## src/rtl/ysyx_22050058_lsu_pkg.sv

```systemverilog
// Shared LSU types: funct3 codes, FSM states,
// byte-lane width, zero word and memory valid levels.
package ysyx_22050058_lsu_pkg;

  localparam int StoreSelBusNum = 8;
  localparam logic [63:0] ZeroWord = 64'h0;
  localparam logic RdValid = 1'b1;
  localparam logic WrValid = 1'b1;

  typedef enum logic [2:0] {
    F3_LB  = 3'b000,
    F3_LH  = 3'b001,
    F3_LW  = 3'b010,
    F3_LD  = 3'b011,
    F3_LBU = 3'b100,
    F3_LHU = 3'b101,
    F3_LWU = 3'b110,
    F3_BAD = 3'b111
  } funct3_e;

  typedef enum logic [2:0] {
    S_IDLE,
    S_REQ,
    S_WAIT_R,
    S_WAIT_W,
    S_DONE
  } state_e;

endpackage

```

## src/rtl/ysyx_22050058_lsu_if.sv

```systemverilog
// LSU buses: ex (op in, ready out), mem (request/response),
// wb (result out, ready in). master = driver of the op/request/result.
interface ysyx_22050058_lsu_ex_if #(
  parameter int ADDR_W = 64,
  parameter int DATA_W = 64
);
  logic              valid_i;
  logic              ready_o;
  logic              load_i;
  logic              store_i;
  logic [2:0]        funct3_i;
  logic [ADDR_W-1:0] addr_i;
  logic [DATA_W-1:0] wdata_i;
  logic [4:0]        rd_i;

  modport master (
    output valid_i, load_i, store_i, funct3_i,
    output addr_i, wdata_i, rd_i,
    input  ready_o
  );
  modport slave (
    input  valid_i, load_i, store_i, funct3_i,
    input  addr_i, wdata_i, rd_i,
    output ready_o
  );
endinterface

interface ysyx_22050058_lsu_mem_if #(
  parameter int ADDR_W = 64,
  parameter int DATA_W = 64
);
  logic              ce_o;
  logic              memre_o;
  logic [7:0]        memwe_o;
  logic [ADDR_W-1:0] memaddr_o;
  logic [DATA_W-1:0] memwdata_o;
  logic [DATA_W-1:0] memrdata_i;
  logic              memrdatavaild_i;
  logic              memwdatavaild_i;

  modport master (
    output ce_o, memre_o, memwe_o, memaddr_o, memwdata_o,
    input  memrdata_i, memrdatavaild_i, memwdatavaild_i
  );
  modport slave (
    input  ce_o, memre_o, memwe_o, memaddr_o, memwdata_o,
    output memrdata_i, memrdatavaild_i, memwdatavaild_i
  );
endinterface

interface ysyx_22050058_lsu_wb_if #(
  parameter int DATA_W = 64
);
  logic              valid_o;
  logic              ready_i;
  logic [DATA_W-1:0] rdata_o;
  logic [4:0]        rd_o;
  logic              misalign_o;
  logic              fault_o;

  modport master (
    output valid_o, rdata_o, rd_o, misalign_o, fault_o,
    input  ready_i
  );
  modport slave (
    input  valid_o, rdata_o, rd_o, misalign_o, fault_o,
    output ready_i
  );
endinterface

```

## src/rtl/ysyx_22050058_lsu_align.sv

```systemverilog
// Byte-lane helper: store mask/shift, load shift/extend, misalign check.
// Ports: off/funct3/wdata/rline -> mask/wlane/rext; chk_* -> misalign.
module ysyx_22050058_lsu_align
  import ysyx_22050058_lsu_pkg::*;
#(
  parameter int DATA_W = 64
) (
  input  logic [2:0]                off,
  input  logic [2:0]                funct3,
  input  logic [DATA_W-1:0]         wdata,
  input  logic [DATA_W-1:0]         rline,
  input  logic [2:0]                chk_off,
  input  logic [2:0]                chk_funct3,
  output logic [StoreSelBusNum-1:0] mask,
  output logic [DATA_W-1:0]         wlane,
  output logic [DATA_W-1:0]         rext,
  output logic                      misalign
);

  logic [1:0]        sz;
  logic [1:0]        csz;
  logic [DATA_W-1:0] rsh;

  assign sz    = funct3[1:0];
  assign csz   = chk_funct3[1:0];
  assign wlane = wdata << {off, 3'b000};
  assign rsh   = rline >> {off, 3'b000};

  always_comb begin
    mask = '0;
    unique case (1'b1)
      sz == 2'b00: mask = 8'h01 << off;
      sz == 2'b01: mask = 8'h03 << off;
      sz == 2'b10: mask = 8'h0F << off;
      sz == 2'b11: mask = 8'hFF;
    endcase
  end

  always_comb begin
    misalign = 1'b0;
    unique case (1'b1)
      csz == 2'b00: misalign = 1'b0;
      csz == 2'b01: misalign = chk_off[0];
      csz == 2'b10: misalign = |chk_off[1:0];
      csz == 2'b11: misalign = |chk_off;
    endcase
  end

  always_comb begin
    rext = rsh;
    case (funct3)
      F3_LB:  rext = {{(DATA_W-8){rsh[7]}}, rsh[7:0]};
      F3_LH:  rext = {{(DATA_W-16){rsh[15]}}, rsh[15:0]};
      F3_LW:  rext = {{(DATA_W-32){rsh[31]}}, rsh[31:0]};
      F3_LBU: rext = {{(DATA_W-8){1'b0}}, rsh[7:0]};
      F3_LHU: rext = {{(DATA_W-16){1'b0}}, rsh[15:0]};
      F3_LWU: rext = {{(DATA_W-32){1'b0}}, rsh[31:0]};
      F3_LD:  rext = rsh;
      default: rext = rsh;
    endcase
  end

endmodule

```

## src/rtl/ysyx_22050058_lsu.sv

```systemverilog
// Load/store unit: one op in flight, EX -> memory -> WB.
// Ports: clk, rst (async low), ex/mem/wb buses. Option: YSYX_22050058_LSU_TIMEOUT_EN.
module ysyx_22050058_lsu
  import ysyx_22050058_lsu_pkg::*;
#(
  parameter int ADDR_W = 64,
  parameter int DATA_W = 64
`ifdef YSYX_22050058_LSU_TIMEOUT_EN
  ,
  parameter int TIMEOUT_CYCLES = 255
`endif
) (
  input  logic                   clk,
  input  logic                   rst,
  ysyx_22050058_lsu_ex_if.slave  ex,
  ysyx_22050058_lsu_mem_if.master mem,
  ysyx_22050058_lsu_wb_if.master wb
);

  state_e                    state;
  state_e                    state_nxt;
  logic [ADDR_W-1:0]         addr_q;
  logic [2:0]                f3_q;
  logic [DATA_W-1:0]         wdata_q;
  logic [DATA_W-1:0]         rdata_q;
  logic [4:0]                rd_q;
  logic                      load_q;
  logic                      mis_q;
  logic                      flt_q;
  logic                      ce_q;
  logic [StoreSelBusNum-1:0] mask;
  logic [DATA_W-1:0]         wlane;
  logic [DATA_W-1:0]         rext;
  logic                      mis_in;
  logic                      accept;
  logic                      both;
  logic                      none;
  logic                      bad;
  logic                      go_req;
  logic                      rvalid;
  logic                      wvalid;
  logic                      tmo;

  ysyx_22050058_lsu_align #(.DATA_W(DATA_W)) u_align (
    .off        (addr_q[2:0]),
    .funct3     (f3_q),
    .wdata      (wdata_q),
    .rline      (mem.memrdata_i),
    .chk_off    (ex.addr_i[2:0]),
    .chk_funct3 (ex.funct3_i),
    .mask       (mask),
    .wlane      (wlane),
    .rext       (rext),
    .misalign   (mis_in)
  );

  assign ex.ready_o = (state == S_IDLE) & ce_q;
  assign accept     = ex.valid_i & ex.ready_o;
  assign both       = ex.load_i & ex.store_i;
  assign none       = ~ex.load_i & ~ex.store_i;
  assign bad        = ex.funct3_i == F3_BAD;
  assign go_req     = ~both & ~none & ~bad & ~mis_in;
  assign rvalid     = mem.memrdatavaild_i == RdValid;
  assign wvalid     = mem.memwdatavaild_i == WrValid;

`ifdef YSYX_22050058_LSU_TIMEOUT_EN
  localparam int CntW =
    ($clog2(TIMEOUT_CYCLES + 1) > 8) ? $clog2(TIMEOUT_CYCLES + 1) : 8;
  logic [CntW-1:0] cnt;
  logic            waiting;

  assign waiting = (state == S_WAIT_R) | (state == S_WAIT_W);
  assign tmo     = waiting & (cnt == CntW'(TIMEOUT_CYCLES - 1));

  always_ff @(posedge clk or negedge rst) begin
    if (!rst) begin
      cnt <= '0;
    end else if (state == S_REQ) begin
      cnt <= '0;
    end else if (waiting) begin
      cnt <= cnt + 1'b1;
    end
  end
`else
  assign tmo = 1'b0;
`endif

  always_ff @(posedge clk or negedge rst) begin
    if (!rst) state <= S_IDLE;
    else      state <= state_nxt;
  end

  always_comb begin
    state_nxt = state;
    unique case (state)
      S_IDLE:   if (accept) state_nxt = go_req ? S_REQ : S_DONE;
      S_REQ:    state_nxt = load_q ? S_WAIT_R : S_WAIT_W;
      S_WAIT_R: if (rvalid | tmo) state_nxt = S_DONE;
      S_WAIT_W: if (wvalid | tmo) state_nxt = S_DONE;
      S_DONE:   if (wb.ready_i) state_nxt = S_IDLE;
      default:  state_nxt = S_IDLE;
    endcase
  end

  always_ff @(posedge clk or negedge rst) begin
    if (!rst) begin
      ce_q    <= 1'b0;
      addr_q  <= '0;
      f3_q    <= '0;
      wdata_q <= '0;
      rdata_q <= '0;
      rd_q    <= '0;
      load_q  <= 1'b0;
      mis_q   <= 1'b0;
      flt_q   <= 1'b0;
    end else begin
      ce_q <= 1'b1;
      unique case (state)
        S_IDLE: if (accept) begin
          addr_q  <= ex.addr_i;
          f3_q    <= ex.funct3_i;
          wdata_q <= ex.wdata_i;
          rd_q    <= ex.rd_i;
          load_q  <= ex.load_i & ~ex.store_i;
          mis_q   <= ~both & ~none & ~bad & mis_in;
          flt_q   <= both | (~none & bad);
          rdata_q <= ZeroWord;
        end
        S_WAIT_R: begin
          if (rvalid)   rdata_q <= rext;
          else if (tmo) flt_q   <= 1'b1;
        end
        S_WAIT_W: if (!wvalid && tmo) flt_q <= 1'b1;
        S_DONE: if (wb.ready_i) begin
          rdata_q <= ZeroWord;
          mis_q   <= 1'b0;
          flt_q   <= 1'b0;
        end
        default: ;
      endcase
    end
  end

  // request pulses are pure state decodes, so they exist only in REQ
  assign mem.ce_o       = ce_q;
  assign mem.memre_o    = (state == S_REQ) & load_q;
  assign mem.memwe_o    = ((state == S_REQ) & ~load_q) ? mask : '0;
  assign mem.memaddr_o  = {addr_q[ADDR_W-1:3], 3'b000};
  assign mem.memwdata_o = wlane;

  assign wb.valid_o    = state == S_DONE;
  assign wb.rdata_o    = rdata_q;
  assign wb.rd_o       = rd_q;
  assign wb.misalign_o = mis_q;
  assign wb.fault_o    = flt_q;

endmodule
```

## src/flat_wrapper.sv

```systemverilog
// flat-port wrapper written by rule: the top's interface ports become plain ports
module ysyx_22050058_lsu_flat import ysyx_22050058_lsu_pkg::*;
#(
  parameter int ADDR_W = 64,
  parameter int DATA_W = 64

)
  (clk, rst, ex_valid_i, ex_load_i, ex_store_i, ex_funct3_i, ex_addr_i, ex_wdata_i, ex_rd_i, ex_ready_o, mem_ce_o, mem_memre_o, mem_memwe_o, mem_memaddr_o, mem_memwdata_o, mem_memrdata_i, mem_memrdatavaild_i, mem_memwdatavaild_i, wb_valid_o, wb_rdata_o, wb_rd_o, wb_misalign_o, wb_fault_o, wb_ready_i);
  ysyx_22050058_lsu_ex_if #(.ADDR_W(ADDR_W), .DATA_W(DATA_W)) ex_i ();
  ysyx_22050058_lsu_mem_if #(.ADDR_W(ADDR_W), .DATA_W(DATA_W)) mem_i ();
  ysyx_22050058_lsu_wb_if #(.DATA_W(DATA_W)) wb_i ();
  input  logic clk;
  input  logic rst;
  input wire logic [$bits(ex_i.valid_i)-1:0] ex_valid_i;
  input wire logic [$bits(ex_i.load_i)-1:0] ex_load_i;
  input wire logic [$bits(ex_i.store_i)-1:0] ex_store_i;
  input wire logic [$bits(ex_i.funct3_i)-1:0] ex_funct3_i;
  input wire logic [$bits(ex_i.addr_i)-1:0] ex_addr_i;
  input wire logic [$bits(ex_i.wdata_i)-1:0] ex_wdata_i;
  input wire logic [$bits(ex_i.rd_i)-1:0] ex_rd_i;
  output wire logic [$bits(ex_i.ready_o)-1:0] ex_ready_o;
  output wire logic [$bits(mem_i.ce_o)-1:0] mem_ce_o;
  output wire logic [$bits(mem_i.memre_o)-1:0] mem_memre_o;
  output wire logic [$bits(mem_i.memwe_o)-1:0] mem_memwe_o;
  output wire logic [$bits(mem_i.memaddr_o)-1:0] mem_memaddr_o;
  output wire logic [$bits(mem_i.memwdata_o)-1:0] mem_memwdata_o;
  input wire logic [$bits(mem_i.memrdata_i)-1:0] mem_memrdata_i;
  input wire logic [$bits(mem_i.memrdatavaild_i)-1:0] mem_memrdatavaild_i;
  input wire logic [$bits(mem_i.memwdatavaild_i)-1:0] mem_memwdatavaild_i;
  output wire logic [$bits(wb_i.valid_o)-1:0] wb_valid_o;
  output wire logic [$bits(wb_i.rdata_o)-1:0] wb_rdata_o;
  output wire logic [$bits(wb_i.rd_o)-1:0] wb_rd_o;
  output wire logic [$bits(wb_i.misalign_o)-1:0] wb_misalign_o;
  output wire logic [$bits(wb_i.fault_o)-1:0] wb_fault_o;
  input wire logic [$bits(wb_i.ready_i)-1:0] wb_ready_i;
  assign ex_i.valid_i = ex_valid_i;
  assign ex_i.load_i = ex_load_i;
  assign ex_i.store_i = ex_store_i;
  assign ex_i.funct3_i = ex_funct3_i;
  assign ex_i.addr_i = ex_addr_i;
  assign ex_i.wdata_i = ex_wdata_i;
  assign ex_i.rd_i = ex_rd_i;
  assign ex_ready_o = ex_i.ready_o;
  assign mem_ce_o = mem_i.ce_o;
  assign mem_memre_o = mem_i.memre_o;
  assign mem_memwe_o = mem_i.memwe_o;
  assign mem_memaddr_o = mem_i.memaddr_o;
  assign mem_memwdata_o = mem_i.memwdata_o;
  assign mem_i.memrdata_i = mem_memrdata_i;
  assign mem_i.memrdatavaild_i = mem_memrdatavaild_i;
  assign mem_i.memwdatavaild_i = mem_memwdatavaild_i;
  assign wb_valid_o = wb_i.valid_o;
  assign wb_rdata_o = wb_i.rdata_o;
  assign wb_rd_o = wb_i.rd_o;
  assign wb_misalign_o = wb_i.misalign_o;
  assign wb_fault_o = wb_i.fault_o;
  assign wb_i.ready_i = wb_ready_i;
  ysyx_22050058_lsu #(.ADDR_W(ADDR_W), .DATA_W(DATA_W)) u_core (.clk(clk), .rst(rst), .ex(ex_i), .mem(mem_i), .wb(wb_i));
endmodule
```

## config.mk

```make
export PLATFORM = sky130hd
export DESIGN_NAME = ysyx_22050058_lsu_flat
export DESIGN_NICKNAME = d
export VERILOG_FILES = /design/src/rtl/ysyx_22050058_lsu_pkg.sv /design/src/rtl/ysyx_22050058_lsu_if.sv /design/src/rtl/ysyx_22050058_lsu_align.sv /design/src/rtl/ysyx_22050058_lsu.sv /design/src/flat_wrapper.sv
export SDC_FILE = /design/constraint.sdc
export NUM_CORES = 1
export LEC_CHECK = 0
export CAP_MARGIN = 30
export CORE_AREA = 2 2 164 166
export CTS_BUF_LIST = sky130_fd_sc_hd__clkbuf_2
export DETAILED_ROUTE_END_ITERATION = 10
export DIE_AREA = 0 0 166 168
export DONT_BUFFER_PORTS = 1
export HOLD_SLACK_MARGIN = 0.02
export MAX_ROUTING_LAYER = met4
export PLACE_DENSITY = 0.62
export SYNTH_ARGS = -nofsm -noshare
export SYNTH_HDL_FRONTEND = slang
export SYNTH_SLANG_ARGS = --single-unit
```

## constraint.sdc

```tcl
create_clock -name clk -period 7.8 [get_ports clk]
set_input_delay 1.95 -clock clk [delete_from_list [all_inputs] [get_ports clk]]
set_output_delay 1.95 -clock clk [all_outputs]
set_load 0.02 [all_outputs]
```

# Word level (Yosys, flattened, before mapping)
# Index checks and enable logic that the tools add are counted.
# word_totals
ff_bits	207
in_bits	208
wordCells	87
out_inout_bits	211
# op_classes
n_eq_ne	20
bitwise	20
shift	5
reduce_logical	12
muxes	20
# ops
op	n
$pmux W64 S6	1
$mux W64	3
$pmux W64 S3	1
$shl A64 B6 Y64	1
$shr A64 B6 Y64	1
$pmux W8 S4	1
$eq A3 B3 Y1 const B	5
$mux W3	5
$pmux W3 S5	1
$and A1 B1 Y1	12
$eq A3 B2 Y1 const B	3
$eq A2 B2 Y1 const B	4
$mux W8	1
$reduce_and A4 Y1	2
$shl A1 B3 Y8 const A	1
$shl A2 B3 Y8 const A	1
$shl A4 B3 Y8 const A	1
$not A1 Y1	7
$eq A3 B1 Y1 const B	2
$logic_not A3 Y1	2
$eq A2 B1 Y1 const B	2
$logic_not A2 Y1	2
$mux W1	4
$ne A2 B1 Y1 const B	2
10 further kinds	12

# Logic depth before layout (Yosys ltp)
# logic_depth
depth_word	9
depth_mapped	9
depth_no_buf	7

# By module
# From an unflattened synthesis, not the netlist that was laid out.
# hier_totals
hier_cells	1255
area_unflattened_um2	13744.4
# by_module_without_submodules
module	area_each_um2	cells_each	n_inst	seq_area_each_um2
ysyx_22050058_lsu	9486.6	684	1	5180.0
ysyx_22050058_lsu_align	4257.8	571	1	0.0

# Least setup slack after synthesis
# OpenSTA, ideal clock, no wires.
# synth_timing
kind	register -> output
startpoint	register u_core.addr_q[0]
endpoint	output mem_memwdata_o[41]
slack_ns	3.649
stages_incl_launch_ff	9
required_ns	5.850
arrival_ns	2.201
n_path_buf	6
cell_sequence	dfrtp_1 -> buf_2 -> buf_4 -> buf_4 -> buf_4 -> buf_4 -> clkbuf_1 -> o21ai_0 -> o21ai_0
# synth_between
elab_chain_len	1
# synth_rtl
item	line_no	rtl
start, declared	ysyx_22050058_lsu.sv:22	logic [ADDR_W-1:0] addr_q;
start signal, assigned	ysyx_22050058_lsu.sv:120	addr_q <= ex.addr_i;
$shl A64 B6 Y64	ysyx_22050058_lsu_align.sv:26	assign wlane = wdata << {off, 3'b000};
end, declared	flat_wrapper.sv:26	output wire logic [$bits(mem_i.memwdata_o)-1:0] mem_memwdata_o;
# Every way passes these cells.

# Final worst setup path
# layout_timing
startpoint	register u_core.addr_q[1]
endpoint	output mem_memwe_o[5]
# layout_between
elab_chain_len	3
word_cells_on_any_way	5
classes_between	shift (3); mux (2)
# layout_rtl
item	line_no	rtl
$shl A4 B3 Y8, or another cell as far along	ysyx_22050058_lsu_align.sv:34	sz == 2'b10: mask = 8'h0F << off;
$pmux W8 S4 (*)	ysyx_22050058_lsu_align.sv:31	unique case (1'b1)
$mux W8 (*)	ysyx_22050058_lsu.sv:147	assign mem.memwe_o = ((state == S_REQ) & ~load_q) ? mask : '0;
end, declared	flat_wrapper.sv:24	output wire logic [$bits(mem_i.memwe_o)-1:0] mem_memwe_o;
# Mark *: on every way between the ends. The rest lies on a longest branch, timed or not.

==> results.sh <==
export IMPL_synth_top_flop_cell="dfrtp_1"
export IMPL_tightest_slew_ps=918
export IMPL_outcome="completed"
export IMPL_grt_usage_pct=26.2
export IMPL_first_global_vias=8803
export IMPL_period_share_pct=72.3
export IMPL_total_power_mw=6.56
export IMPL_start_util_pct=46.1
export IMPL_nets=1294
export IMPL_max_freq_mhz=177
export IMPL_wire_per_inst_microns=25.0
export IMPL_route_detailed_drc=0
export IMPL_viasPerCell=6.04
export IMPL_slew_headroom_pct=38.8
export IMPL_post_cts_resize_count=0
export IMPL_worstSetupPathType="register to output pin"
export IMPL_die_y_microns=168
export IMPL_antenna_found_initial=8
export IMPL_rsz0062_at_grt="no"
export IMPL_layout_drive_gt1_share_pct=30.6
export IMPL_ctsLongestPathBuffers=3
export IMPL_power_density_mw_per_mm2=527
export IMPL_ant_nets=0
export IMPL_hold_class="register to register"
export IMPL_intPower_mw=3.18
export IMPL_rows=60
export IMPL_drv_cap=0
export IMPL_worst_ep_arrival_time_ps=3690
export IMPL_cts_hold_buf=0
export IMPL_dr_first_iter_drc_count=705
export IMPL_setup_viol=0
export IMPL_cpPeakStageDelay_ps=800
export IMPL_postSynthAreaPerCell_sq_um=10.5
export IMPL_place_hpwl_mm=26.3
export IMPL_h_tree_depth=2
export IMPL_cts_root_buf="clkbuf_2"
export IMPL_p_switching_mw=3.38
export IMPL_synth_edf_count=0
export IMPL_min_period_ps=5640
export IMPL_insertion_delay_ps=870
export IMPL_grt_pass1_wl_mm=55.0
export IMPL_num_vias=8873
export IMPL_cp_required_ps=5850
export IMPL_core_area_sq_mm=0.0264
export IMPL_yosys_warnings=0
export IMPL_yosysUniqueCellTypes=55
export IMPL_port_buffers=0
export IMPL_clockPowerShare_pct=12.3
export IMPL_gr_total_overflow=0
export IMPL_place_gp_congestion=0.928
export IMPL_p_leak_nw=5.31
export IMPL_finalSetupTns_ps=0
export IMPL_p_sw_share_pct=51.5
export IMPL_synth_seq_cells=207
export IMPL_critPathBufInv=3
export IMPL_pin_count=419
export IMPL_grt_max_degree=208
export IMPL_critPathLaunchType="register"
export IMPL_pwr_share_seq_pct=38.0
export IMPL_post_place_ws_ps=3000
export IMPL_synthArstFlopShare_pct=100
export IMPL_die_x_microns=166
export IMPL_maxSlewViolCount=0
export IMPL_fin_skew_ps=61.6
export IMPL_ir_worst_vdd_mv=0.214
export IMPL_crit_chain="buf_4, inv_2, nor2_1, buf_4, a221oi_1, nor2_1"
export IMPL_worst_slack_ps=2160
export IMPL_critPathCaptureType="output pin"
export IMPL_p_comb_share_pct=49.6
export IMPL_dieArea_sq_mm=0.0279
export IMPL_first_pass_iters=5
export IMPL_hold_viol_final=0
export IMPL_slowest_stage="dfrtp_4"
export IMPL_cts_buffers=55
export IMPL_ys_seq_area_share_pct=42.6
export IMPL_cts_tree="done"
export IMPL_postCtsSetupRepairBufs=0
export IMPL_netlist_instances=1156
export IMPL_routed_wl_mm=36.7
export IMPL_critical_path_top_delay_family="buffers and inverters"
export IMPL_netlist_area_sq_mm=0.0122
export IMPL_critPathMaxFanout=59
export IMPL_clock_sinks=207
export IMPL_area_delta_synth_final_pct=2.36
export IMPL_path_clk_slew_ps=100
## sequential cells by signal, summed over array words and instances, names as in the netlist, 3 cells and up
name	cells
u_core.state	3
u_core.addr_q	64
u_core.wdata_q	64
u_core.wb.rdata_o	64
u_core.wb.rd_o	5
u_core.f3_q	3
## cells in the final DEF, fill, tap and decap left out, types with 3 or more instances in the layout
cell type,n
a211oi_1,15
a21oi_1,60
a221o_1,7
a22o_1,3
a22oi_1,4
a2bb2oi_1,6
a31oi_1,12
a32oi_1,3
and2_1,25
buf_4,10
clkbuf_2,75
clkinv_1,13
clkinv_2,7
conb_1,4
dfrtp_1,204
diode_2,8
ha_1,8
inv_1,5
inv_2,3
mux2_2,166
mux2i_1,64
mux4_2,26
nand2_1,114
nand2b_1,7
nand3_1,4
nor2_1,110
nor2_2,3
nor2b_1,10
nor3_1,4
o21ai_0,44
o21ai_2,30
o21ba_2,5
o221ai_1,16
o22ai_1,14
or2_2,3
## worst register-to-register path, stage by stage, from the launching register on
cell	delay, ps
dfrtp_4	790
buf_12	330
buf_4	670
nor2b_1	210
buf_4	250
a2bb2oi_1	130
o41ai_1	600
o31ai_4	70
buf_4	310
o21ai_2	230
## cells by family after synthesis
family                     share of synthesized area (%)
AOI/OAI and AO/OA                                   13.2
buffers and inverters                               7.48
muxes                                               25.5
other                                             0.0618
adders and majority gates                          0.824
DFF                                                 42.6
and+or+nand+nor                                     10.3
## Yosys cell counts (all sizes together) (2+ instances only)
cell type / count / area, sq um
a221o: 7 / 70.1
o21ba: 5 / 50.1
or2: 3 / 18.8
and2: 25 / 156
mux4: 26 / 586
a211oi: 15 / 113
nor2: 113 / 429
a32oi: 3 / 26.3
o21ai: 74 / 483
nand2b: 7 / 43.8
dfrtp: 207 / 5180
o221ai: 16 / 140
o2bb2ai: 2 / 17.5
nand3: 4 / 20.0
nand3b: 2 / 15.0
a22oi: 4 / 30.0
a22o: 3 / 26.3
ha: 8 / 100
a31oi: 12 / 75.1
a21oi: 60 / 300
inv: 7 / 26.3
a21o: 2 / 15.0
o22ai: 14 / 87.6
a2bb2oi: 6 / 52.6
mux2: 166 / 1870
a221oi: 2 / 17.5
mux2i: 64 / 641
nor2b: 11 / 68.8
buf: 98 / 683
nand2: 115 / 432
conb: 2 / 7.51
clkbuf: 53 / 199
nor3: 4 / 20.0
## final timing paths
check / startpoint / end / slack [ps] / cells past startpoint
hold / removal: u_core.wdata_q[57]$_DFFE_PN0P_ / u_core.wdata_q[57]$_DFFE_PN0P_ / 520 / 1
hold reg to reg: u_core.wdata_q[57]$_DFFE_PN0P_ / u_core.wdata_q[57]$_DFFE_PN0P_ / 520 / 1
setup reg to reg: u_core.addr_q[0]$_DFFE_PN0P_ / u_core.wb.rdata_o[61]$_DFFE_PN0P_ / 4130 / 9
max in group asynchronous: rst / u_core.wdata_q[63]$_DFFE_PN0P_ / 6420 / 0
setup / recovery: u_core.addr_q[1]$_DFFE_PN0P_ / mem_memwe_o[5] / 2160 / 6
min in group asynchronous: rst / u_core.wdata_q[2]$_DFFE_PN0P_ / 800 / 0
## power by group through the flow
stage	registers, mW	logic (mW)	clock network [mW]
3_5_place_dp	2.50	3.25	0
2_1_floorplan	2.00	3.18	0
3_3_place_gp	2.55	3.15	0
4_1_cts	2.49	3.25	0.842
6_report	2.49	3.25	0.809
5_1_grt	2.56	3.51	0.897
## area by class of cell
type	instances	area [sq um]
multi-input cells	793	6090
clock buffers	75	375
inverters	7	26.3
flip-flops and latches	207	5190
clock inverters	24	156
well taps	341	427
diodes	8	20.0
repair buffers	14	158
fillers	2476	13900
## layer usage
| metal | global-route usage (%) | share of wire (%) | vias to the layer above |
|---|---|---|---|
| met5 | - | 0 | - |
| met4 | 9.64 | 3.2 | 0 |
| met3 | 9.59 | 10 | 77 |
| met2 | 42.4 | 49 | 468 |
| met1 | 30.1 | 38 | 4354 |
| li1 | - | - | 3974 |
## per-stage QoR
step                      std cells  hold WS, ps  utilization, %  area [sq um]
after detailed placement       1362          498            45.1         11900
after global routing           1469          546            47.2         12400
after global placement         1359          497            44.9         11800
after CTS                      1461          523            47.1         12400
final                          1469          522            47.2         12400
after floorplan                1158          476               -         12200
No activity file was read; power rests on OpenSTA's default activity.
